==> src/rtl/iter_div_seq.sv <==
// iter_div_seq: iterative radix-2 restoring integer divider with RISC-V
// DIV/DIVU/REM/REMU semantics. It produces one quotient bit per clock.
//
// Ports:
//   clk        clock
//   reset      synchronous active-high reset
//   start      request pulse; accepted in IDLE or DONE
//   flush      aborts an in-flight operation (returns to IDLE)
//   signed_op  1 = signed (DIV/REM), 0 = unsigned (DIVU/REMU)
//   x, y       dividend and divisor, sampled with start
//   busy       iteration in progress
//   done       one-cycle result-valid pulse
//   quotient   quotient result (held until the next completion)
//   remainder  remainder result (held until the next completion)
module iter_div_seq #(
  parameter int XLEN = 32
) (
  input  logic            clk,
  input  logic            reset,
  input  logic            start,
  input  logic            flush,
  input  logic            signed_op,
  input  logic [XLEN-1:0] x,
  input  logic [XLEN-1:0] y,
  output logic            busy,
  output logic            done,
  output logic [XLEN-1:0] quotient,
  output logic [XLEN-1:0] remainder
);

  localparam int CW = $clog2(XLEN);

  localparam logic [1:0] IDLE = 2'd0;
  localparam logic [1:0] BUSY = 2'd1;
  localparam logic [1:0] DONE = 2'd2;

  logic [1:0]      state_reg, state_next;
  logic [CW-1:0]   cnt_reg, cnt_next;
  logic [XLEN-1:0] prem_reg, prem_next;       // partial remainder
  logic [XLEN-1:0] dvd_reg, dvd_next;         // dividend, shifts into quotient
  logic [XLEN-1:0] dvs_reg, dvs_next;         // divisor magnitude
  logic            op_signed_reg, op_signed_next;
  logic            x_sign_reg, x_sign_next;
  logic            y_sign_reg, y_sign_next;
  logic [XLEN-1:0] quotient_reg, quotient_next;
  logic [XLEN-1:0] remainder_reg, remainder_next;

  // Operand magnitudes at accept time.
  logic            x_neg, y_neg;
  logic [XLEN-1:0] x_mag, y_mag;

  // One restoring step.
  logic [XLEN:0]   shifted;
  logic [XLEN+1:0] diff;
  logic            q_bit;
  logic [XLEN-1:0] prem_iter, dvd_iter;

  // Sign fixup for the result produced on the final iteration.
  logic            neg_q, neg_r;
  logic [XLEN-1:0] q_fix, r_fix;

  assign x_neg = signed_op & x[XLEN-1];
  assign y_neg = signed_op & y[XLEN-1];
  assign x_mag = x_neg ? (~x + 1'b1) : x;
  assign y_mag = y_neg ? (~y + 1'b1) : y;

  assign shifted = {prem_reg, dvd_reg[XLEN-1]};
  // Extra top bit of diff acts as the borrow: set means the trial went negative.
  assign diff      = {1'b0, shifted} - {2'b00, dvs_reg};
  assign q_bit     = ~diff[XLEN+1];
  // When the trial succeeds the difference is below the divisor, and when it
  // fails the shifted value is below the divisor, so XLEN bits always suffice.
  assign prem_iter = q_bit ? diff[XLEN-1:0] : shifted[XLEN-1:0];
  assign dvd_iter  = {dvd_reg[XLEN-2:0], q_bit};

  // The magnitude path turns -2^(XLEN-1) / -1 into 2^(XLEN-1) with equal
  // signs, so no negation is applied and the overflow result equals x.
  assign neg_q = op_signed_reg & (x_sign_reg ^ y_sign_reg);
  assign neg_r = op_signed_reg & x_sign_reg;
  assign q_fix = neg_q ? (~dvd_iter + 1'b1) : dvd_iter;
  assign r_fix = neg_r ? (~prem_iter + 1'b1) : prem_iter;

  always_comb begin
    state_next     = state_reg;
    cnt_next       = cnt_reg;
    prem_next      = prem_reg;
    dvd_next       = dvd_reg;
    dvs_next       = dvs_reg;
    op_signed_next = op_signed_reg;
    x_sign_next    = x_sign_reg;
    y_sign_next    = y_sign_reg;
    quotient_next  = quotient_reg;
    remainder_next = remainder_reg;

    if (flush) begin
      // Abort wins over start; results from the previous operation are kept.
      state_next = IDLE;
    end else begin
      case (state_reg)
        BUSY: begin
          prem_next = prem_iter;
          dvd_next  = dvd_iter;
          if (cnt_reg == '0) begin
            state_next     = DONE;
            quotient_next  = q_fix;
            remainder_next = r_fix;
          end else begin
            cnt_next = cnt_reg - 1'b1;
          end
        end
        default: begin
          // IDLE and DONE both accept a new request.
          state_next = IDLE;
          if (start) begin
            if (y == '0) begin
              // Divide by zero finishes immediately, sign-independent.
              state_next     = DONE;
              quotient_next  = '1;
              remainder_next = x;
            end else begin
              state_next     = BUSY;
              cnt_next       = CW'(XLEN - 1);
              prem_next      = '0;
              dvd_next       = x_mag;
              dvs_next       = y_mag;
              op_signed_next = signed_op;
              x_sign_next    = x[XLEN-1];
              y_sign_next    = y[XLEN-1];
            end
          end
        end
      endcase
    end
  end

  always_ff @(posedge clk) begin
    if (reset) begin
      state_reg     <= IDLE;
      cnt_reg       <= '0;
      prem_reg      <= '0;
      dvd_reg       <= '0;
      dvs_reg       <= '0;
      op_signed_reg <= 1'b0;
      x_sign_reg    <= 1'b0;
      y_sign_reg    <= 1'b0;
      quotient_reg  <= '0;
      remainder_reg <= '0;
    end else begin
      state_reg     <= state_next;
      cnt_reg       <= cnt_next;
      prem_reg      <= prem_next;
      dvd_reg       <= dvd_next;
      dvs_reg       <= dvs_next;
      op_signed_reg <= op_signed_next;
      x_sign_reg    <= x_sign_next;
      y_sign_reg    <= y_sign_next;
      quotient_reg  <= quotient_next;
      remainder_reg <= remainder_next;
    end
  end

  assign busy      = (state_reg == BUSY);
  assign done      = (state_reg == DONE);
  assign quotient  = quotient_reg;
  assign remainder = remainder_reg;

endmodule

==> config.mk <==
export PLATFORM = sky130hd
export DESIGN_NAME = iter_div_seq
export DESIGN_NICKNAME = d
export VERILOG_FILES = /design/src/rtl/iter_div_seq.sv
export SDC_FILE = /design/constraint.sdc
export NUM_CORES = 1
export LEC_CHECK = 0
export ABC_CLOCK_PERIOD_IN_PS = 4800
export CAP_MARGIN = 40
export CELL_PAD_IN_SITES_DETAIL_PLACEMENT = 0
export CELL_PAD_IN_SITES_GLOBAL_PLACEMENT = 2
export CORE_ASPECT_RATIO = 0.7
export CORE_MARGIN = 2
export CORE_UTILIZATION = 33
export DETAILED_ROUTE_END_ITERATION = 10
export PLACE_DENSITY = 0.78
export SLEW_MARGIN = 30
export SYNTH_ARGS = -nofsm -noshare
export SYNTH_HDL_FRONTEND = slang
export SYNTH_SLANG_ARGS = --single-unit
==> constraint.sdc <==
create_clock -name clk -period 4.8 [get_ports clk]
set_input_delay 0.72 -clock clk [delete_from_list [all_inputs] [get_ports clk]]
set_output_delay 0.72 -clock clk [all_outputs]
set_load 0.05 [all_outputs]
==> results of run 1 <==
==> cell usage after synthesis (all sizes together), types with 13 or more instances <==
library cell	count
nor2	270
dfxtp	170
a21oi	152
nand2	125
a211oi	98
xnor2	78
clkbuf	76
o21ai	67
inv	60
xor2	57
nor3	45
ha	38
or3	28
nand3	27
buf	23
a311oi	20
a31oi	19
nor4	16
o31ai	16
a22oi	14
o22ai	14
nand2b	13
==> routing by layer <==
| metal | vias to the layer above | global-route usage (%) |
|---|---|---|
| met1 | 5744 | 38.03 |
| met5 | - | 0 |
| li1 | 5899 | - |
| met2 | 400 | 32.04 |
| met3 | 29 | 3.371 |
| met4 | 0 | 5.630 |
==> layout make-up <==
type	instances	area [um^2]
clock inverter	10	163.9
multi-input combinational	1256	7825
tap	472	590.6
inverter	61	229.0
sequential	170	3403
timing repair buffer	176	1755
clock buffer	21	470.5
fill	3655	20510
==> per-stage QoR <==
step	area (um^2)	hold WS, ns
final	14440	0.4612
after global routing	14440	0.4800
after CTS	14400	0.4605
after detailed placement	13770	0.4525
after global placement	13710	0.4455
after floorplan	11800	0.4319
==> how the worst max path moves through the flow <==
| stage | start | endpoint | slack, ns | cells past startpoint |
|---|---|---|---|---|
| after floorplan | dvs_reg[22] | remainder[16] | 0.32 | 22 |
| after global placement | dvd_reg[31] | remainder[31] | 0.08 | 14 |
| after detailed placement | dvd_reg[31] | remainder[31] | 0.05 | 14 |
| after CTS | dvd_reg[31] | remainder[31] | 0.12 | 14 |
| after global routing | dvs_reg[7] | remainder[28] | 0.003 | 20 |
| final | dvd_reg[31] | remainder[31] | 0.19 | 14 |
==> critical path, stage by stage (launching register included) <==
cell	delay, ns
dfxtp_1	0.36
inv_1	0.08
ha_1	0.26
fa_1	0.41
nand2b_1	0.20
a21o_1	0.24
a2111o_1	0.51
a2111oi_2	0.52
nor2_1	0.13
xnor2_1	0.16
or4_1	0.44
a2111oi_2	0.53
a41oi_1	0.25
xnor2_1	0.18
a211oi_1	0.27
==> cell families (layout without fill, tap and decap cells) <==
group	after synthesis	in the layout	share of synthesized area [%]
AO/OA/AOI/OAI	477	477	27.72
multiplexers	14	14	1.230
XOR/XNOR	135	135	10.02
buffers and inverters	160	268	5.271
AND/OR/NAND/NOR	591	591	22.71
adder cells (fa/ha/maj)	39	39	4.200
flip-flops	170	170	28.85
==> power groups by stage <==
| stage | registers, mW | clock network (mW) | logic (mW) |
|---|---|---|---|
| after floorplan | 1.58 | 0 | 0.584 |
| after CTS | 1.52 | 1.58 | 0.985 |
| after global placement | 1.55 | 0 | 0.978 |
| after global routing | 1.53 | 1.63 | 1.09 |
| after detailed placement | 1.55 | 0 | 0.980 |
| final | 1.52 | 1.56 | 1.00 |
==> timing repair <==
action,4_1_cts,5_1_grt
gates resized for setup,1,7
pin swaps,0,3
endpoints found under the setup margin,1,10
==> metrics.csv, run 1 <==
metric;value;unit
CTS Buf Count;17;
Worst Setup End Kind;flop;
worst hold-check path type;reg2reg;
post-placement cell count;2134;
required time worst endpoint;5.16;ns
sequential share of power;37.2;%
relative slew slack;45.63;%
CTS sink count;170;
internal power;2.745;mW
cell count after synthesis;1586;
Clock Root Buffer;clkbuf_16;
net count after synthesis;1694;
clock share of power;38.2;%
max-cap violation count;0;
most common cell after layout, fill and taps aside;nor2_1;
met2 wire len;17200;um
Final Core Density;41.31;%
Period minus WS final;4.606;ns
initial core utilization;33.76;%
Die Area;37300;um^2
Reg clk slew, reported paths;0.07;ns
worst-margin pin slew;0.8139;ns
area grow syn2layout;22.38;%
post-DR vias/cell;5.573;
die width;230.0;um
post-DP HPWL;33920;um
max layer used;met4;
Residual DRC;0;
Tcrit/Tclk final;95.96;%
initial drt markers;1037;
Hold Fails Final Rpt;0;
Rows;57;
largest net degree at the start of global routing;74;
Buffers on Ports;134;
Worst VDD drop;0.0002383;V
top post-synthesis cells by area;dfxtp_1 (29%), nor2_1 (8.6%), a21oi_1 (6.3%), a211oi_1 (6.0%), xnor2_1 (5.8%);
fmax;0.2171;GHz
WHS Path Cells;2;
Synth cell types;82;
pre-CTS setup slack;0.04949;ns
clk buf depth;2;
Layout Cells excl Fill;2166;
Skew-Pair Late Insertion Delay;0.46;ns
hold wc startpoint;dvs_reg[31];
RSZ-0062 raised after global routing;no;
Main synth FF type;dfxtp_1;
worst-path fanout max;4;
sw power;1.333;mW
Final Setup Violations;0;
status;complete, no violations;
vias in the first global route;11280;
all-layer global routing usage;23.62;%
Design Power;4.078;mW
grt total ovfl;0;
CP startpoint kind;flop;
I/O pin count;135;
CTS H-tree depth;4;
met3 wire length;2687;um
FF-to-FF path depth;14;
CTS tree;built;
1st-pass router iterations;5;
top-area cell type share of the netlist area;28.85;%
Avg WL per Cell;20.36;um
cell leakage power;5.229;nW
routed vias;12070;
most frequent cells in the layout;nor2_1 (269), dfxtp_1 (170), a21oi_1 (147);
EDFF count, synth;0;
total routed wirelength;44100;um
CTS Hold Bufs;0;
Yosys reg bits;170;
area leader, netlist;dfxtp_1;
placer's final routability congestion estimate;0.8772;
count of pins over their slew limit;0;
Core Area;34950;um^2
mean post-synth cell area;7.439;um^2
Hold Path Sink;dvs_reg[31];
skew final;0.01363;ns
pwr/cell area;282.5;nW/um^2
Worst R2R End;remainder[31];
switching portion of total power;32.70;%
first-pass GRT wire length;68240;um
combinational share of power;24.5;%
crit path kind;reg2reg;
initial antenna violation count;1;
Antenna diodes;0;
worst r2r src;dvd_reg[31];
WL met1;23630;um
flop2flop setup slack;0.19;ns
Worst Path Arrival;4.97;ns
Die Ht;162.2;um
Mapped Area;11800;um^2
Seq/Total Area, Yosys;28.85;%
DRT antenna net count;0;
Ys Warns;0;
# nets final;1790;
Setup Fix Bufs, Post-CTS;0;
Setup TNS;0;ns
share of post-route cells with drive strength above 1;6.907;%
setup ws final;0.1942;ns
async set-reset flop share out of synthesis;0;%
Power figures use the tool's default switching activity.
==> inputs of run 2 (changes only) <==
--- a/config.mk
+++ b/config.mk
@@ -16,3 +16,3 @@
 export PLACE_DENSITY = 0.78
-export SLEW_MARGIN = 30
+export SLEW_MARGIN = 5
 export SYNTH_ARGS = -nofsm -noshare
--- a/constraint.sdc
+++ b/constraint.sdc
@@ -3,2 +3,2 @@
 set_output_delay 0.72 -clock clk [all_outputs]
-set_load 0.05 [all_outputs]
+set_load 0.02 [all_outputs]
==> run 2 against run 1 <==
Against the previous run: count of clock-buffer cells in the layout decreased by 3; routed wire length decreased by 1.7%; global-route usage decreased by 0.42 points; highest routed layer unchanged; combinational power decreased by 5%; power decreased by 2.2%; via count decreased by 1.3%; cell area decreased by 0.36%; die area unchanged; clock power decreased by 3%; clock skew decreased by 0.0018 ns; critical path type unchanged; largest power group is now sequential cells; sequential share of layout area increased by 0.084 points.
==> metrics.csv, run 2 (synthesized netlist as in run 1, its figures left out) <==
metric;value;unit
status;complete, no violations;
routed vias;11920;
total routed wirelength;43340;um
vias in the first global route;11170;
DP Area;13720;um^2
pre-CTS setup slack;0.008406;ns
cell leakage power;5.200;nW
critical path's slowest cell;a2111oi_2;
Buffers on Ports;134;
setup ws final;0.2965;ns
first-pass GRT wire length;66830;um
Crit path largest cell delay;0.52;ns
clk buf depth;2;
Core Area;34950;um^2
post-route cell area;14390;um^2
skew final;0.01183;ns
max-cap violation count;0;
Reg clk slew, reported paths;0.07;ns
initial drt markers;998;
required time worst endpoint;5.17;ns
most common cell after layout, fill and taps aside;nor2_1;
Clock Root Buffer;clkbuf_16;
relative slew slack;41.71;%
Worst Setup End Kind;flop;
hold_ws;0.4644;ns
1st-pass router iterations;5;
fmax;0.2221;GHz
crit path kind;reg2reg;
I/O pin count;135;
Period minus WS final;4.503;ns
pwr/cell area;277.2;nW/um^2
Hold Fails Final Rpt;0;
post-DP HPWL;33370;um
Avg WL per Cell;19.98;um
Worst VDD drop;0.0002106;V
# nets final;1791;
CTS Hold Bufs;0;
placer's final routability congestion estimate;0.8992;
CTS sink count;170;
post-placement cell count;2134;
post-DR vias/cell;5.496;
CTS tree;built;
Residual DRC;0;
worst-margin pin slew;0.8744;ns
Tcrit/Tclk final;93.82;%
Layout Cells excl Fill;2169;
sequence of cells on the critical path;inv_1, ha_1, fa_1, nand2b_1, a21o_1, a2111o_1, a2111oi_2, nor2_1, xnor2_1, or4_1, a2111oi_2, a41oi_1, xnor2_1, a211oi_1;
count of pins over their slew limit;0;
DRT antenna net count;0;
initial antenna violation count;0;
worst hold-check path type;reg2reg;
Final Core Density;41.17;%
initial core utilization;33.76;%
CTS Buf Count;17;
area grow syn2layout;21.94;%
Die Area;37300;um^2
Skew-Pair Late Insertion Delay;0.45;ns
all-layer global routing usage;23.20;%
share of post-route cells with drive strength above 1;7.017;%
Setup TNS;0;ns
Die Ht;162.2;um
Design Power;3.988;mW
most frequent cells in the layout;nor2_1 (269), dfxtp_1 (170), a21oi_1 (147);
Worst Path Arrival;4.87;ns
Final Setup Violations;0;
grt total ovfl;0;
CP startpoint kind;flop;
largest net degree at the start of global routing;75;
CTS H-tree depth;4;
die width;230.0;um
worst-path fanout max;4;
Rows;57;
-- run 2: final cells by class --
| type | count | area [um^2] |
|---|---|---|
| clock inverter | 14 | 185.2 |
| timing repair buffer | 177 | 1713 |
| sequential | 170 | 3403 |
| fill | 3664 | 20560 |
| multi-input combinational | 1256 | 7824 |
| inverter | 61 | 229.0 |
| clock buffer | 18 | 439.2 |
| tap | 472 | 590.6 |
| antenna | 1 | 2.502 |
-- run 2: critical path, delay by kind of cell, from the launching register on --
kind	cells	cell delay, ns
flops	1	0.36
fa+ha+maj	2	0.66
buf+inv	1	0.08
simple gates	3	0.75
xor+xnor	2	0.33
compound gates	6	2.23
-- run 2: worst paths after layout --
kind,start,to,slack (ns),cells after the start
setup / recovery,dvd_reg[31],remainder[31],0.30,14
hold / removal,remainder[1],remainder[1],0.46,2
setup reg to reg,dvd_reg[31],remainder[31],0.30,14
hold reg to reg,remainder[1],remainder[1],0.46,2
-- run 2: timing repair --
item                                   CTS  global route
endpoints found under the hold margin    0             0
pin swaps                                0             4
resized for setup                        1             8
buffers inserted                         0             2
setup endpoints to repair                1            10
-- run 2: metal layers --
metal / wire [um] / vias up / part of all wire (%) / GRT usage (%)
li1: - / 5892 / - / -
met4: 388 / 0 / 0.90 / 4.839
met2: 17030 / 347 / 39 / 32.15
met1: 23010 / 5662 / 53 / 36.12
met3: 2916 / 19 / 6.7 / 4.846
met5: 0 / - / 0 / 0
-- run 2: power by group --
part	internal, mW	leakage (nW)	switching [mW]
logic	0.359	3.52	0.593
clock network	0.846	0.296	0.672
registers	1.47	1.38	0.0512
==> inputs of run 3 (changes only) <==
Settings changed: CTS_CLUSTER_SIZE set to 28, GPL_ROUTABILITY_DRIVEN set to 0.
==> run 3 against run 2 <==
Against the previous run: sequential cell count did not move; count of clock-buffer cells in the layout unchanged; clock power down 4%; critical path type unchanged; largest power group unchanged.
==> metrics.csv, run 3 (synthesized netlist as in run 1, its figures left out) <==
metric;value;unit
status;complete, no violations;
first-pass GRT wire length;67360;um
DP Area;13730;um^2
CTS Hold Bufs;0;
Clock Root Buffer;clkbuf_16;
post-DR vias/cell;5.501;
Worst Path Arrival;4.96;ns
Skew-Pair Late Insertion Delay;0.46;ns
cell leakage power;5.186;nW
setup ws final;0.2250;ns
skew final;0.01480;ns
CTS sink count;170;
all-layer global routing usage;23.35;%
RSZ-0062 raised after global routing;no;
Worst VDD drop;0.0002060;V
relative slew slack;38.33;%
Avg WL per Cell;20.01;um
initial core utilization;33.76;%
1st-pass router iterations;7;
Worst Setup End Kind;flop;
hold wc startpoint;dvs_reg[31];
share of post-route cells with drive strength above 1;6.903;%
total routed wirelength;43370;um
Die Ht;162.2;um
fmax;0.2186;GHz
WHS Path Cells;2;
Final Setup Violations;0;
Layout Cells excl Fill;2167;
FF-to-FF path depth;18;
post-DP HPWL;33510;um
post-placement cell count;2134;
Worst R2R End;remainder[24];
area grow syn2layout;21.75;%
Residual DRC;0;
most common cell after layout, fill and taps aside;nor2_1;
hold_ws;0.4676;ns
pwr/cell area;274.5;nW/um^2
DRT antenna net count;0;
count of pins over their slew limit;0;
crit path kind;reg2reg;
die width;230.0;um
Die Area;37300;um^2
Tcrit/Tclk final;95.31;%
Core Area;34950;um^2
worst r2r src;prem_reg[13];
initial drt markers;1098;
Reg clk slew, reported paths;0.07;ns
routed vias;11920;
I/O pin count;135;
worst hold-check path type;reg2reg;
required time worst endpoint;5.18;ns
vias in the first global route;11190;
CP startpoint kind;flop;
Hold Fails Final Rpt;0;
Hold Path Sink;dvs_reg[31];
CTS H-tree depth;4;
most frequent cells in the layout;nor2_1 (269), dfxtp_1 (170), a21oi_1 (147);
CTS Buf Count;17;
Antenna diodes;0;
pre-CTS setup slack;-0.02616;ns
Period minus WS final;4.575;ns
worst-path fanout max;7;
post-route cell area;14360;um^2
max-cap violation count;0;
CTS tree;built;
Rows;57;
flop2flop setup slack;0.22;ns
Buffers on Ports;134;
worst-margin pin slew;0.9251;ns
grt total ovfl;0;
# nets final;1790;
largest net degree at the start of global routing;68;
clk buf depth;2;
initial antenna violation count;0;
[run 3: changes by cell type in the layout (fill, tap and decap cells not counted), sizes merged]
cell	change
bufinv	-1
clkinvlp	+1
clkinv	+2
buf	-2
clkdlybuf4s15	+1
inv	-2
diode	-1
[run 3: worst max path at each step]
stage                       from       endpoint  slack [ns]
finish              prem_reg[13]  remainder[24]        0.22
global placement     dvd_reg[31]  remainder[31]        0.08
CTS                  dvd_reg[31]  remainder[31]        0.09
global route        prem_reg[13]  remainder[24]      0.0005
floorplan            dvs_reg[22]  remainder[16]        0.34
detailed placement   dvd_reg[31]  remainder[31]       -0.03
[run 3: cell type report]
class                      instances  area [um^2]
fill                            3695        20580
inverter                          61        229.0
clock buffer                      18        439.2
sequential                       170         3403
clock inverter                    14        165.2
multi-input combinational       1256         7818
tap                              472        590.6
timing repair buffer             176         1719
[run 3: stage by stage]
stage	power [mW]	setup TNS (ns)	utilization, %
after floorplan	2.135	0	-
after global placement	2.486	0	39.18
after detailed placement	2.489	-0.02616	39.29
after CTS	3.961	0	41.03
after global routing	4.129	0	41.10
final	3.942	0	41.10
[run 3: power breakdown]
part | internal (mW) | switching (mW) | leakage [nW]
clock | 0.793 | 0.672 | 0.283
sequential | 1.47 | 0.0499 | 1.38
combinational | 0.363 | 0.598 | 3.52
total | 2.62 | 1.32 | 5.19
[run 3: per-layer routing]
| layer | vias up | wire length, um | share of wire, % | global-route usage [%] |
|---|---|---|---|---|
| met4 | 0 | 548 | 1.3 | 5.161 |
| li1 | 5896 | - | - | - |
| met3 | 30 | 2676 | 6.2 | 4.091 |
| met1 | 5643 | 23070 | 53 | 36.86 |
| met2 | 351 | 17070 | 39 | 32.19 |
| met5 | - | 0 | 0 | 0 |
[run 3: repair_timing]
item                                    4_1_cts  5_1_grt
endpoints found under the setup margin        1       10
buffers inserted                              0        1
pin swaps                                     0        2
gates resized for setup                       1        5
[run 3: worst max-delay path, stage by stage (launching register included)]
cell	delay, ns
dfxtp_1	0.38
ha_1	0.44
nand4_1	0.26
or2_1	0.35
a211oi_4	0.35
o211ai_4	0.11
nand2_2	0.18
nand2_1	0.07
o21ai_1	0.11
ha_1	0.24
nand2_1	0.09
or3_1	0.38
nor2_1	0.13
and4_1	0.26
o211ai_1	0.21
a211oi_4	0.46
a21oi_1	0.15
xor2_1	0.18
o22ai_1	0.14
